File: src/rtl/usrt_rx_ctrl.sv
// USRT receive sequencer: assembles start/data/parity/stop frames from strobed line samples,
// hands them to the parity checker and queues the checked result in a small output FIFO.
module usrt_rx_ctrl #(
    parameter int FIFO_DEPTH = 2
) (
    input  logic        i_Pclk,
    input  logic        i_Reset,
    input  logic        i_BitEn,
    input  logic        i_Rx,
    input  logic [1:0]  i_Parity,
    input  logic        i_ClrErr,
    output logic [10:0] o_ChkData,
    output logic [1:0]  o_ChkParity,
    input  logic [7:0]  i_ChkData,
    input  logic        i_ChkOK,
    output logic [7:0]  o_Data,
    output logic        o_ParErr,
    output logic        o_FrmErr,
    output logic        o_Valid,
    input  logic        i_Ready,
    output logic        o_Overrun,
    output logic        o_Busy
);

    localparam int PW = $clog2(FIFO_DEPTH);
    localparam int CW = $clog2(FIFO_DEPTH + 1);

    typedef enum logic {
        IDLE,
        RECV
    } state_e;

    state_e        state_q;
    logic [3:0]    bitCnt_q;
    logic [7:0]    data_q;
    logic          parBit_q;
    logic [10:0]   chkData_q;
    logic [1:0]    chkParity_q;
    logic          s1_q;
    logic          s2_q;

    logic          parEn;
    logic [3:0]    stopIdx;

    assign parEn   = chkParity_q[0] ^ chkParity_q[1];
    assign stopIdx = parEn ? 4'd9 : 4'd8;

    // Bit counter indexes the bits after start: 0..7 data, 8 parity or stop, 9 stop.
    always_ff @(posedge i_Pclk) begin
        if (i_Reset) begin
            state_q     <= IDLE;
            bitCnt_q    <= 4'd0;
            data_q      <= 8'h00;
            parBit_q    <= 1'b0;
            chkData_q   <= 11'h400;
            chkParity_q <= 2'b00;
            s1_q        <= 1'b0;
            s2_q        <= 1'b0;
        end else begin
            s1_q <= 1'b0;
            s2_q <= s1_q;
            if (i_BitEn) begin
                case (state_q)
                    IDLE: begin
                        if (!i_Rx) begin
                            state_q     <= RECV;
                            bitCnt_q    <= 4'd0;
                            chkParity_q <= i_Parity;
                        end
                    end
                    RECV: begin
                        bitCnt_q <= bitCnt_q + 4'd1;
                        if (bitCnt_q < 4'd8) begin
                            data_q[bitCnt_q[2:0]] <= i_Rx;
                        end
                        if (bitCnt_q == 4'd8) begin
                            parBit_q <= i_Rx;
                        end
                        if (bitCnt_q == stopIdx) begin
                            chkData_q <= {i_Rx, parEn & parBit_q, data_q, 1'b0};
                            s1_q      <= 1'b1;
                            state_q   <= IDLE;
                        end
                    end
                    default: state_q <= IDLE;
                endcase
            end
        end
    end

    logic [9:0]    mem_q [FIFO_DEPTH];
    logic [PW-1:0] wrPtr_q;
    logic [PW-1:0] rdPtr_q;
    logic [CW-1:0] count_q;
    logic [CW-1:0] count_d;
    logic [9:0]    hold_q;
    logic [9:0]    head_d;
    logic          overrun_q;
    logic          full;
    logic          doPop;
    logic          doPush;
    logic          drop;

    assign full   = (count_q == CW'(FIFO_DEPTH));
    assign doPop  = (count_q != '0) && i_Ready;
    assign doPush = s2_q && (!full || doPop);
    assign drop   = s2_q && full && !doPop;

    always_comb begin
        count_d = count_q;
        if (doPush && !doPop) begin
            count_d = count_q + CW'(1);
        end else if (!doPush && doPop) begin
            count_d = count_q - CW'(1);
        end
    end

    always_ff @(posedge i_Pclk) begin
        if (doPush) begin
            mem_q[wrPtr_q] <= {i_ChkData, ~i_ChkOK, ~chkData_q[10]};
        end
    end

    // hold_q remembers the last head so outputs stay put once the FIFO drains.
    always_ff @(posedge i_Pclk) begin
        if (i_Reset) begin
            wrPtr_q   <= '0;
            rdPtr_q   <= '0;
            count_q   <= '0;
            hold_q    <= 10'h000;
            overrun_q <= 1'b0;
        end else begin
            if (doPush) begin
                wrPtr_q <= wrPtr_q + PW'(1);
            end
            if (doPop) begin
                rdPtr_q <= rdPtr_q + PW'(1);
            end
            count_q <= count_d;
            if (count_q != '0) begin
                hold_q <= mem_q[rdPtr_q];
            end
            if (drop) begin
                overrun_q <= 1'b1;
            end else if (i_ClrErr) begin
                overrun_q <= 1'b0;
            end
        end
    end

    assign head_d      = (count_q != '0) ? mem_q[rdPtr_q] : hold_q;
    assign o_Data      = head_d[9:2];
    assign o_ParErr    = head_d[1];
    assign o_FrmErr    = head_d[0];
    assign o_Valid     = (count_q != '0);
    assign o_Overrun   = overrun_q;
    assign o_Busy      = (state_q == RECV);
    assign o_ChkData   = chkData_q;
    assign o_ChkParity = chkParity_q;

endmodule

File: config.mk
export PLATFORM = sky130hd
export DESIGN_NAME = usrt_rx_ctrl
export DESIGN_NICKNAME = d
export VERILOG_FILES = /design/src/rtl/usrt_rx_ctrl.sv
export SDC_FILE = /design/constraint.sdc
export NUM_CORES = 1
export LEC_CHECK = 0
export ABC_CLOCK_PERIOD_IN_PS = 4000
export CAP_MARGIN = 15
export CORE_MARGIN = 4
export CORE_UTILIZATION = 35
export DETAILED_ROUTE_END_ITERATION = 10
export PLACE_DENSITY = 0.58
export SLEW_MARGIN = 20
export SYNTH_ARGS = -nofsm -noshare
export SYNTH_HDL_FRONTEND = slang
export SYNTH_SLANG_ARGS = --single-unit
File: constraint.sdc
create_clock -name i_Pclk -period 4 [get_ports i_Pclk]
set_clock_uncertainty 0.15 [all_clocks]
set_input_delay 1.2 -clock i_Pclk [delete_from_list [all_inputs] [get_ports i_Pclk]]
set_output_delay 1.2 -clock i_Pclk [all_outputs]
set_load 0.02 [all_outputs]
==> results of run 1 <==
==> area by class of cell <==
cell class,instances,area share (%)
inverters,9,0.9840
multi-input cells,163,32.98
clock inverters,7,2.733
clock buffers,9,3.608
well taps,102,3.717
repair buffers,45,12.83
flip-flops and latches,64,43.15
==> final timing paths <==
kind	from	endpoint	slack (ns)	depth (start not counted)
max reg2reg	bitCnt_q[2]	o_ChkData[9]	2.08	3
min	s1_q	s2_q	0.28	1
min reg2reg	s1_q	s2_q	0.28	1
max	flip-flop	o_ParErr	0.57	3
==> worst register-to-register path: cells and delay by family (launching register included) <==
family	cells	cell delay [ns]
AOI/OAI and AO/OA	1	0.38
and+or+nand+nor	2	0.85
DFF	1	0.42
==> logic make-up after synthesis <==
family          after synthesis  synth area share [%]
simple gates                 73                 14.01
flops                        64                 53.84
compound gates               58                 14.60
buf+inv                      29                 5.002
mux                          22                 8.004
xor+xnor                      6                 3.047
fa+ha+maj                     3                 1.364
other cells                   1                0.1363
==> sequential cells by signal, summed over array words and instances, names as in the netlist, named ones only <==
name / cells
s2_q: 1
hold_q: 10
bitCnt_q: 4
parBit_q: 1
data_q: 8
o_ChkData: 10
wrPtr_q: 1
mem_q: 20
rdPtr_q: 1
o_Busy: 1
o_ChkParity: 2
s1_q: 1
o_Overrun: 1
count_q: 2
==> layer usage <==
metal / routed length [um] / vias up
met4: 57 / 0
li1: - / 1000
met5: 0 / -
met3: 234 / 8
met1: 2533 / 946
met2: 2656 / 36
==> power breakdown <==
| group | internal (mW) | total, mW | leakage (nW) | switching [mW] |
|---|---|---|---|---|
| registers | 0.697 | 0.717 | 0.536 | 0.0196 |
| clock network | 0.350 | 0.597 | 0.106 | 0.247 |
| logic | 0.144 | 0.316 | 0.574 | 0.173 |
| total | 1.19 | 1.63 | 1.22 | 0.439 |
==> per-stage QoR <==
stage                     total power [mW]  hold slack (ns)
final                                1.631           0.2829
after global routing                 1.713           0.2956
after CTS                            1.656           0.2862
after detailed placement             1.051           0.2755
after global placement               1.050           0.2749
after floorplan                     0.9223           0.2638
==> layout by cell type (no fill, tap or decap), drive strengths merged, types with 4 or more instances in the layout <==
master,n
dfxtp,44
clkdlybuf4s50,41
a21oi,26
mux2i,22
edfxtp,20
nor2,18
nand2,15
a211oi,10
inv,10
o21ai,9
clkbuf,9
o31ai,9
nand4,8
nand3,7
nor2b,6
buf,4
==> flow_metrics.tcl, run 1 <==
set metrics [dict create \
    outcome "finished clean" \
    ys_ff_latch 64 \
    antenna_found_initial 0 \
    start_util_pct 35.79 \
    syn2layout_area_growth_pct 24.78 \
    slew_violations 0 \
    drc 0 \
    yosysWarningCount 0 \
    async_reset_ff_share_pct 0 \
    synth_nets 276 \
    yosysTopAreaCell "dfxtp_1" \
    drive_gt1_share_pct 11.45 \
    final_net_count 312 \
    first_pass_iters 4 \
    overflow 0 \
    worst_ep_arrival_time_ns 2.08 \
    die_w_um 96.66 \
    ant_nets 0 \
    antenna-diode-count 0 \
    utilization_pct 44.66 \
    hp-class "reg -> reg" \
    grt_busiest_layer "met2" \
    grt_pass1_wl_um 9052 \
    cp.required_ns 2.65 \
    power_density_nw_per_um2 475.0 \
    dp.cells 383 \
    crit_chain "mux2i_1, a21oi_1, clkdlybuf4s50_1" \
    slowest_stage "dfxtp_1" \
    die_h_um 96.66 \
    synth.avg_cell_area_um2 10.75 \
    pre_cts_ws_ns 0.8707 \
    wl_um 5482 \
    track_usage_pct 12.05 \
    met3_usage_pct 5.191 \
    setup_tns_ns 0 \
    critPathBufInv 1 \
    wl_per_cell_um 13.74 \
    cts_buffers 9 \
    cp-end-kind "primary output" \
    maxSlewHeadroom_pct 48.33 \
    leakage_nw 1.215 \
    place_area_um2 3216 \
    synth_most_common_cell "dfxtp_1" \
    syn_inst 256 \
    fp-row-count 32 \
    via_per_inst 4.987 \
    fill_cells 725 \
    rsz0062_at_grt "no" \
    ctsResizeCount 0 \
    use_met1_pct 15.00 \
    core_um2 7687 \
    crit_path_max_incr_delay_ns 0.71 \
    synth_edf_count 20 \
    max_freq_mhz 291.6 \
    die-area_um2 9343 \
    root_buffer "clkbuf_8" \
    cts_tree "built" \
    synthFlopType "dfxtp_1" \
    cts_setup_buffers 0 \
    fin_crit_sh_pct 85.73 \
    htreeDepth 3 \
    num_vias 1990 \
    dp_hpwl_um 3761 \
    grt_pass1_vias 1815 \
    design_area_um2 3433 \
    layout_setup_ws_ns 0.5708 \
    yosysSeqAreaShare_pct 53.84 \
    hold_buffers 0 \
    cts.sinks 64 \
    ys_types 45 \
    finalSetupViolCount 0 \
    synth_area_um2 2751 \
    synth_area_leaders "dfxtp_1, edfxtp_1, mux2i_1, a21oi_1, o31ai_2" \
    synth_top_area_share_pct 32.01 \
    synth_common_cells "dfxtp_1, a21oi_1, mux2i_1, edfxtp_1, nor2_1" \
    maxCapViolCount 0 \
    period_needed_ns 3.429 \
    critPathKind "reg -> out" \
    fin_cells 399 \
    timing.critical_path.max_delay_family "flip-flops" \
    insertion_delay_ns 0.33 \
    worstMarginPinSlew_ns 0.7721 \
    gp_congestion 0.7787 \
    hold_viol 0 \
    ctsLongestPathBuffers 2 \
    multi_input_area_um2 1132 \
    grt_use_met2_pct 19.16 \
    peakVddDrop_v 0.0001972 \
    drt_iter0_markers 16 \
    cp-start-kind "flip-flop" \
    seq_area_um2 1481 \
    clkTransAtPathRegs_ns 0.07 \
    worstPathMaxFanout 10 \
    grt_max_degree 32 \
    portBuffers 41 \
    pin_count 43 \
]
Power figures use the tool's default switching activity.
==> run 2, diff against run 1 <==
--- a/config.mk
+++ b/config.mk
@@ -7,10 +7,12 @@
 export LEC_CHECK = 0
 export ABC_CLOCK_PERIOD_IN_PS = 4000
 export CAP_MARGIN = 15
+export CELL_PAD_IN_SITES_DETAIL_PLACEMENT = 1
+export CELL_PAD_IN_SITES_GLOBAL_PLACEMENT = 1
 export CORE_MARGIN = 4
 export CORE_UTILIZATION = 35
 export DETAILED_ROUTE_END_ITERATION = 10
-export PLACE_DENSITY = 0.58
+export PLACE_DENSITY = 0.7
 export SLEW_MARGIN = 20
 export SYNTH_ARGS = -nofsm -noshare
 export SYNTH_HDL_FRONTEND = slang
==> flow_metrics.tcl, run 2 (synthesis gave the netlist of run 1 again) <==
set metrics [dict create \
    final_net_count 312 \
    grt_max_degree 32 \
    clkTransAtPathRegs_ns 0.07 \
    die-area_um2 9343 \
    cp-start-kind "flip-flop" \
    cp.required_ns 2.65 \
    period_needed_ns 3.430 \
    layout_commonest_cell "dfxtp_1" \
    outcome "finished clean" \
    crit_path_max_incr_delay_ns 0.63 \
    hold_viol 0 \
    cts_setup_buffers 0 \
    cts.sinks 64 \
    p_clk_share_pct 36.7 \
    die_w_um 96.66 \
    track_usage_pct 13.82 \
    worstPathMaxFanout 31 \
    wl_um 6139 \
    slowest_stage "clkdlybuf4s50_1" \
    layout_common_cells "dfxtp_1, clkdlybuf4s50_1, a21oi_1" \
    setup_tns_ns 0 \
    syn2layout_area_growth_pct 24.92 \
    critPathKind "reg -> out" \
    pwr-share-comb_pct 19.5 \
    design_power_total_mw 1.640 \
    grt_pass1_wl_um 10510 \
    antenna-diode-count 0 \
    fp-row-count 32 \
    power_density_nw_per_um2 477.2 \
    wl_per_cell_um 15.39 \
    sw_frac_of_total_pct 28.48 \
    overflow 0 \
    pin_count 43 \
    drive_gt1_share_pct 11.45 \
    slew_violations 0 \
    maxSlewHeadroom_pct 46.90 \
    start_util_pct 35.79 \
    peakVddDrop_v 0.0002343 \
    root_buffer "clkbuf_8" \
    num_vias 2003 \
    top_register "mem_q" \
    worst_ep_arrival_time_ns 2.08 \
    rsz0062_at_grt "no" \
    core_um2 7687 \
    htreeDepth 3 \
    p_seq_share_pct 43.8 \
    first_pass_iters 4 \
    maxCapViolCount 0 \
    finalSetupViolCount 0 \
    dp_hpwl_um 4267 \
    cts_tree "built" \
    p_int_mw 1.173 \
    ant_nets 0 \
    drc 0 \
    hold_ws_ns 0.2865 \
    insertion_delay_ns 0.34 \
    via_per_inst 5.020 \
    worstMarginPinSlew_ns 0.7936 \
    cts_buffers 9 \
    ctsLongestPathBuffers 2 \
    leakage_nw 1.218 \
    largest_register_ffs 20 \
    hp-class "reg -> reg" \
    fin_crit_sh_pct 85.76 \
    die_h_um 96.66 \
    cp-end-kind "primary output" \
    drt_iter0_markers 66 \
    ctsResizeCount 0 \
    p_switching_mw 0.4671 \
    antenna_found_initial 0 \
    max_freq_mhz 291.5 \
    portBuffers 41 \
    gp_congestion 0.7670 \
    crit_chain "or2_0, buf_4, nor2_1, a21oi_1, clkdlybuf4s50_1" \
    hold_buffers 0 \
    grt_pass1_vias 2090 \
]
-- run 2: cell types whose count changed in the layout (fill, tap and decap cells not counted), sizes merged --
cell	previous run	this run
bufinv	2	1
clkbuf	9	10
clkinvlp	2	1
inv	10	11
-- run 2: metal layers --
| metal | GRT usage (%) | vias to the layer above | wire [um] |
|---|---|---|---|
| li1 | - | 996 | - |
| met1 | 16.77 | 969 | 2722 |
| met2 | 23.67 | 33 | 3133 |
| met3 | 4.037 | 5 | 214 |
| met4 | 4.212 | 0 | 69 |
| met5 | 0 | - | 0 |
-- run 2: final cells by class --
class / instances / area (um2)
timing repair buffer: 45 / 440.4
inverter: 9 / 33.78
multi-input combinational: 163 / 1132
clock inverter: 6 / 72.57
clock buffer: 10 / 148.9
tap: 102 / 127.6
fill: 842 / 4250
sequential: 64 / 1481
-- run 2: power groups by stage --
stage / Sequential [mW] / Clock [mW] / Combinational [mW]
4_1_cts: 0.719 / 0.622 / 0.326
3_3_place_gp: 0.732 / 0 / 0.317
5_1_grt: 0.722 / 0.652 / 0.347
2_1_floorplan: 0.723 / 0 / 0.199
6_report: 0.718 / 0.601 / 0.321
3_5_place_dp: 0.733 / 0 / 0.325
-- run 2: final timing paths --
path,from,endpoint,slack [ns],depth (start not counted)
hold / removal,s1_q,s2_q,0.29,1
setup reg to reg,bitCnt_q[2],o_ChkData[9],2.02,3
hold reg to reg,s1_q,s2_q,0.29,1
setup / recovery,count_q[0],o_ParErr,0.57,5
-- run 2: per-stage QoR --
stage	cell area (um2)	worst slack (ns)	std cells	util, %
after floorplan	2751	1.340	256	-
after global placement	3216	0.8844	383	41.83
after detailed placement	3216	0.7902	383	41.83
after CTS	3437	0.5045	399	44.71
after global routing	3437	0.3730	399	44.71
final	3437	0.5697	399	44.71
-- run 2: critical path, delay by kind of cell (launching register included) --
family	cells	cell delay, ns
buf+inv	2	0.92
flops	1	0.42
compound gates	1	0.16
simple gates	2	0.24
